$ cat src/rtl/fx_narrow_pipe.sv
// rtl/fx_narrow_pipe.sv - two-stage signed fixed-point narrowing converter with overflow stats
module fx_narrow_pipe #(
  parameter int IW         = 14,
  parameter int IFRAC      = 6,
  parameter int OW         = 10,
  parameter int OFRAC      = 3,
  parameter int ROUND_MODE = 1,
  parameter int SAT_MODE   = 1,
  parameter int CNT_W      = 16
) (
  input  logic             clk,
  input  logic             rst_n,
  input  logic [IW-1:0]    i_data,
  input  logic             i_valid,
  output logic             i_ready,
  output logic [OW-1:0]    o_data,
  output logic             o_valid,
  input  logic             o_ready,
  output logic             o_sat,
  output logic [CNT_W-1:0] sat_cnt,
  output logic             ovf_sticky,
  input  logic             clr
);
  localparam int D  = IFRAC - OFRAC;
  localparam int QW = IW - D + 1;
  localparam int TW = QW - OW + 1;

  logic [IW:0]       ext;
  logic [QW-1:0]     q_next;
  logic [QW-1:0]     s1_q;
  logic              s1_v;
  logic              in_fire;
  logic              load2;
  logic              ovf;
  logic [TW-1:0]     top;
  logic [OW-1:0]     d2;
  logic [CNT_W-1:0]  cnt_base;
  logic [CNT_W-1:0]  cnt_next;
  logic              sticky_next;

  // One extra sign bit gives headroom so the rounding add can never overflow.
  assign ext = {i_data[IW-1], i_data};

  generate
    if (D == 0) begin : g_pass
      assign q_next = ext;
    end else begin : g_round
      localparam logic [IW:0] HALF = (IW+1)'(1) << (D-1);
      logic [IW:0] bias;
      logic [IW:0] sum;
      always_comb begin
        case (ROUND_MODE)
          1:       bias = HALF;
          2:       bias = HALF - (IW+1)'(1) + (IW+1)'(ext[D]);
          default: bias = '0;
        endcase
        sum = ext + bias;
      end
      assign q_next = QW'(sum >> D);
    end
  endgenerate

  assign i_ready = rst_n && (!s1_v || !o_valid || o_ready);
  assign in_fire = i_valid && i_ready;
  assign load2   = s1_v && (!o_valid || o_ready);

  // In range only when every bit above the output sign bit matches it.
  assign top = s1_q[QW-1:OW-1];
  assign ovf = !((&top) || !(|top));

  always_comb begin
    d2 = s1_q[OW-1:0];
    if (SAT_MODE != 0 && ovf) begin
      d2 = s1_q[QW-1] ? {1'b1, {(OW-1){1'b0}}} : {1'b0, {(OW-1){1'b1}}};
    end
  end

  // Clear applies before the count so a coincident overflow lands as 1.
  always_comb begin
    cnt_base    = clr ? '0 : sat_cnt;
    cnt_next    = cnt_base;
    sticky_next = !clr && ovf_sticky;
    if (load2 && ovf) begin
      sticky_next = 1'b1;
      if (!(&cnt_base)) cnt_next = cnt_base + CNT_W'(1);
    end
  end

  always_ff @(posedge clk) begin
    if (!rst_n) begin
      s1_q       <= '0;
      s1_v       <= 1'b0;
      o_data     <= '0;
      o_sat      <= 1'b0;
      o_valid    <= 1'b0;
      sat_cnt    <= '0;
      ovf_sticky <= 1'b0;
    end else begin
      if (in_fire) s1_q <= q_next;
      s1_v <= in_fire || (s1_v && !load2);
      if (load2) begin
        o_data <= d2;
        o_sat  <= ovf;
      end
      o_valid    <= load2 || (o_valid && !o_ready);
      sat_cnt    <= cnt_next;
      ovf_sticky <= sticky_next;
    end
  end
endmodule

$ cat config.mk
export PLATFORM = sky130hd
export DESIGN_NAME = fx_narrow_pipe
export DESIGN_NICKNAME = d
export VERILOG_FILES = /design/src/rtl/fx_narrow_pipe.sv
export SDC_FILE = /design/constraint.sdc
export NUM_CORES = 1
export LEC_CHECK = 0
export BUFFER_PORTS_ARGS = -buffer_cell sky130_fd_sc_hd__buf_4
export CAP_MARGIN = 10
export CORE_UTILIZATION = 56
export CTS_CLUSTER_DIAMETER = 100
export DETAILED_ROUTE_END_ITERATION = 8
export PLACE_DENSITY = 0.83
export SYNTH_ARGS = -nofsm -noshare
export SYNTH_HDL_FRONTEND = slang
export SYNTH_SLANG_ARGS = --single-unit
$ cat constraint.sdc
create_clock -name clk -period 4.6 [get_ports clk]
set_input_delay 0.69 -clock clk [delete_from_list [all_inputs] [get_ports clk]]
set_output_delay 0.69 -clock clk [all_outputs]
set_load 0.01 [all_outputs]
### Yosys cells after proc, flatten, opt, wreduce, memory -nomap -nowiden

Cells that the tools add are included.

| word-level totals | value |
|---|---|
| output and inout bits | 30 |
| logic and storage cells | 38 |
| flip-flop bits (word level) | 42 |

| operators by class | value |
|---|---|
| add/subtract/negate cells | 2 |
| reduce and logical (&&, ||, !) cells | 23 |
| muxes and demuxes | 6 |

Operator list:

| operator | number |
|---|---|
| $mux W16 | 3 |
| $mux W10 | 2 |
| $add A16 B1 Y16 const B | 1 |
| $reduce_and A16 Y1 | 1 |
| $add A14 B4 Y15 const B | 1 |
| $logic_and A1 B1 Y1 | 7 |
| $logic_not A1 Y1 | 7 |
| $logic_or A1 B1 Y1 | 6 |
| $reduce_and A3 Y1 | 1 |
| $reduce_or A3 Y1 | 1 |
| $mux W1 | 1 |

### Longest topological paths before layout

| logic depth | value |
|---|---|
| depth after elaboration | 6 |
| gate-level depth with buffers | 8 |

### Least setup slack after synthesis

OpenSTA, ideal clock, no wires.

| path | value |
|---|---|
| path type | input-to-reg |
| from | input port clr |
| to | register sat_cnt[14] |
| path buffers | 1 |
| path slack | 2,365 ps |
| setup time | 71 ps |
| stages | 7 |
| data arrival time | 2,165 ps |
| cell sequence | buf_2 > nor2b_1 > ha_1 > nand4_1 > a2111o_1 > or3_1 > a21oi_1 |

| on the way | value |
|---|---|
| word-level cells in the longest chain between the ends | 4 |

Ends and longest elaborated chain:

| what | line | RTL |
|---|---|---|
| start, declared | 22 | `input logic clr` |
| $mux W16 * | 80 | `cnt_base = clr ? '0 : sat_cnt;` |
| $add A16 B1 Y16 or $reduce_and A16 Y1 (tied branches) | 85 | `if (!(&cnt_base)) cnt_next = cnt_base + CNT_W'(1);` |
| $mux W16 | 85 |  |
| $mux W16 * | 83 | `if (load2 && ovf) begin` |
| end signal, assigned | 106 | `sat_cnt <= cnt_next;` |
| end, declared | 20 | `output logic [CNT_W-1:0] sat_cnt,` |

Every way passes the cells marked *; elsewhere a longest branch is shown, timed or not.
A chain may end at the register's enable or synchronous reset.

### Worst setup path in the final report

| path | value |
|---|---|
| from | input port rst_n |
| to | output port i_ready |

| on the way | value |
|---|---|
| word-level cells in the longest chain between the ends | 1 |

Ends and longest elaborated chain:

| what | line | RTL |
|---|---|---|
| start, declared | 12 | `input logic rst_n,` |
| $logic_and A1 B1 Y1 | 63 | `assign i_ready = rst_n && (!s1_v \|\| !o_valid \|\| o_ready);` |
| end, declared | 15 | `output logic i_ready,` |

Every way passes these cells.

==> metrics.md <==
| Metric | Value |
|---|---|
| Post-Syn Area per Cell | 8.18 um^2 |
| Post-route DRC | 0 |
| Initial core utilization | 0.591 |
| # clock sinks | 42 |
| Hpwl dp | 3100 um |
| Setup_tns | 0 ns |
| Power per standard cell area | 275 nW/um^2 |
| Die Area | 3790 um^2 |
| Worst Skew | 0.00478 ns |
| Row cnt | 21 |
| Initial DRC count | 101 |
| Period utilisation layout | 0.535 |
| Area contributors post-synth | dfxtp_1 (42%), o21ai_0 (7.3%), nand3_1 (7.0%) |
| Reg clk slew, reported paths | 0.12 ns |
| Slew @ Worst Pin | 0.711 ns |
| Max-Cap Viols | 0 |
| Layout cells sized above 1 | 0.216 |
| Seq cells post-synth | 42 |
| Unrepaired setup endpoints after global routing | no |
| Area Growth Syn to Fin | 20.8% |
| Post-Synthesis Cells | 243 |
| IO Port Bufs | 46 |
| Core area | 3360 um^2 |
| Design area | 2400 um^2 |
| WS Path Type | in2out |
| Multi-input logic area | 1080 um^2 |
| Via density | 5.53 |
| CTS tree | built |
| Fillers | 312 |
| H-tree Lvls | 2 |
| DR pass1 iterations | 4 |
| Hold_buf cts | 0 |
| Area fraction of the dominant cell type after synthesis | 0.423 |
| Maximum fanout along the worst path | 24 |
| Worst-Skew Late Latency | 0.36 ns |
| Crit start category | input pin |
| Die Y | 61.6 um |
| GRT Util Overall | 0.233 |
| Post-layout min period | 2.46 ns |
| Post-placement cell area | 2340 um^2 |
| Initial antenna violation count | 0 |
| DIE WIDTH | 61.6 um |
| Largest net degree at the start of global routing | 25 |
| Critical Path AT | 1.77 ns |
| Num CTS Buffers | 5 |
| Min-delay worst type | reg2reg |
| Reg area | 841 um^2 |
| Post-synth cell types | 39 |
| P_leak | 0.900 nW |
| First-pass GRT wire length | 6510 um |
| Remaining global-route overflow | 0 |
| Gates resized, CTS repair | 0 |
| Sequential area share after synthesis | 0.423 |
| Critical path data required time | 3.91 ns |
| Fin. Hold Viols | 0 |
| I/O pins | 49 |
| Clock buffer depth | 2 |
| CP endpoint kind | output pin |
| Vias | 1,841 |
| Diode count | 0 |
| Root Driver | clkbuf_4 |
| VDD IR-drop max | 0.000186 V |
| Vias in the first global route | 1,501 |
| Placer Congestion | 0.801 |
| Setup bufs post-CTS | 0 |
| Final setup vio count | 0 |
| Detail Route Antenna Nets | 0 |
| DR WL/cell | 12.5 um |
| Mapped cell area | 1990 um^2 |
| Status | completed |
| Max-slew violation count | 0 |
| Nets | 307 |
| Max frequency | 0.406 GHz |
| Worst slew margin | 0.525 |
| Yosys Warn Count | 0 |
| Synth area leader | dfxtp_1 |
| Wirelength, routed | 4160 um |
| Syn nets | 264 |
flip-flops by register name, indices dropped and copies added, names as in the netlist:
register and flops:
sat_cnt 16, o_sat 1, ovf_sticky 1, s1_q 12
o_data 10, s1_v 1, o_valid 1
power by group:
group	internal [W]	switching, W
Clock	0.0000735	0.000123
Sequential	0.000379	0.0000102
Combinational	0.0000341	0.0000421
Total	0.000486	0.000175
final cells by class:
class,instances,share of cell area
Clock buffer,6,0.0214
Clock inverter,2,0.00521
Inverter,4,0.00625
Multi-Input combinational cell,187,0.449
Sequential cell,42,0.350
Tap cell,46,0.0240
Timing Repair Buffer,46,0.144
through the flow:
step	instances	utilization	power (W)	hold slack, ns	setup WS [ns]
floorplan	243	-	0.000441	0.438	2.36
global placement	325	0.695	0.000471	0.441	2.12
detailed placement	325	0.695	0.000473	0.446	2.13
CTS	333	0.714	0.000665	0.463	2.12
global route	333	0.714	0.000693	0.484	2.01
finish	333	0.714	0.000661	0.462	2.14
metal layers:
layer | global-route usage | wire [um] | vias up
met5 | 0 | 0 | -
met4 | 0.0857 | 53 | 0
met3 | 0.0567 | 213 | 5
met2 | 0.364 | 1830 | 53
met1 | 0.311 | 2050 | 826
li1 | - | - | 957
layout by cell type, fill, tap and decap left out, types with 4 or more instances in the layout:
cell type,synthesis,routed
or3_1,5,5
clkbuf_4,0,5
xor2_1,5,5
o21ai_0,29,29
nand4_1,4,4
nor2b_1,9,9
buf_4,0,46
nor2_1,12,12
a21oi_1,25,25
xnor2_1,7,7
dfxtp_1,42,42
nand3_1,28,28
nor3_1,4,4
inv_1,4,4
nand2_1,28,28
worst max-delay path, stage by stage:
cell and delay, ns:
buf_4 0.18, inv_1 0.54, a21oi_1 0.17, buf_4 0.20
kinds of logic (layout without fill, tap and decap cells):
logic type               count (synthesis)  in the layout  synth area share
AO/OA/AOI/OAI                           65             65             0.180
XOR/XNOR                                12             12            0.0529
adder cells (fa/ha/maj)                  2              2            0.0126
buffers and inverters                   14             58            0.0346
flip-flops                              42             42             0.423
multiplexers                             1              1           0.00503
AND/OR/NAND/NOR                        107            107             0.292
Yosys cell counts (all sizes together):
library cell / n
and4: 3
and3: 3
xor2: 5
buf: 3
nor2: 13
nor3: 4
mux2i: 1
a21bo: 1
o21ai: 29
nand2: 28
nand3: 28
dfxtp: 42
and2: 1
a31o: 1
or4: 2
nor2b: 9
nor4: 1
xnor2: 7
and3b: 1
o31ai: 2
a2111o: 1
a31oi: 3
or2b: 2
or3: 6
a311oi: 1
nor4b: 1
ha: 2
a21oi: 25
clkbuf: 6
inv: 4
nand4: 5
clkdlybuf4s15: 1
a21o: 2
worst paths after layout:
check | end | slack (ns) | from | depth (start not counted)
worst min register to register | o_data[3]$_SDFFE_PN0P_ | 0.46 | o_data[3]$_SDFFE_PN0P_ | 2
worst max-delay path | i_ready | 2.14 | rst_n | 4
worst min-delay path | o_data[3]$_SDFFE_PN0P_ | 0.46 | o_data[3]$_SDFFE_PN0P_ | 2
worst max register to register | sat_cnt[14]$_SDFF_PN0_ | 2.57 | sat_cnt[0]$_SDFF_PN0_ | 6
Note: power is estimated with default switching activity, not from simulation.
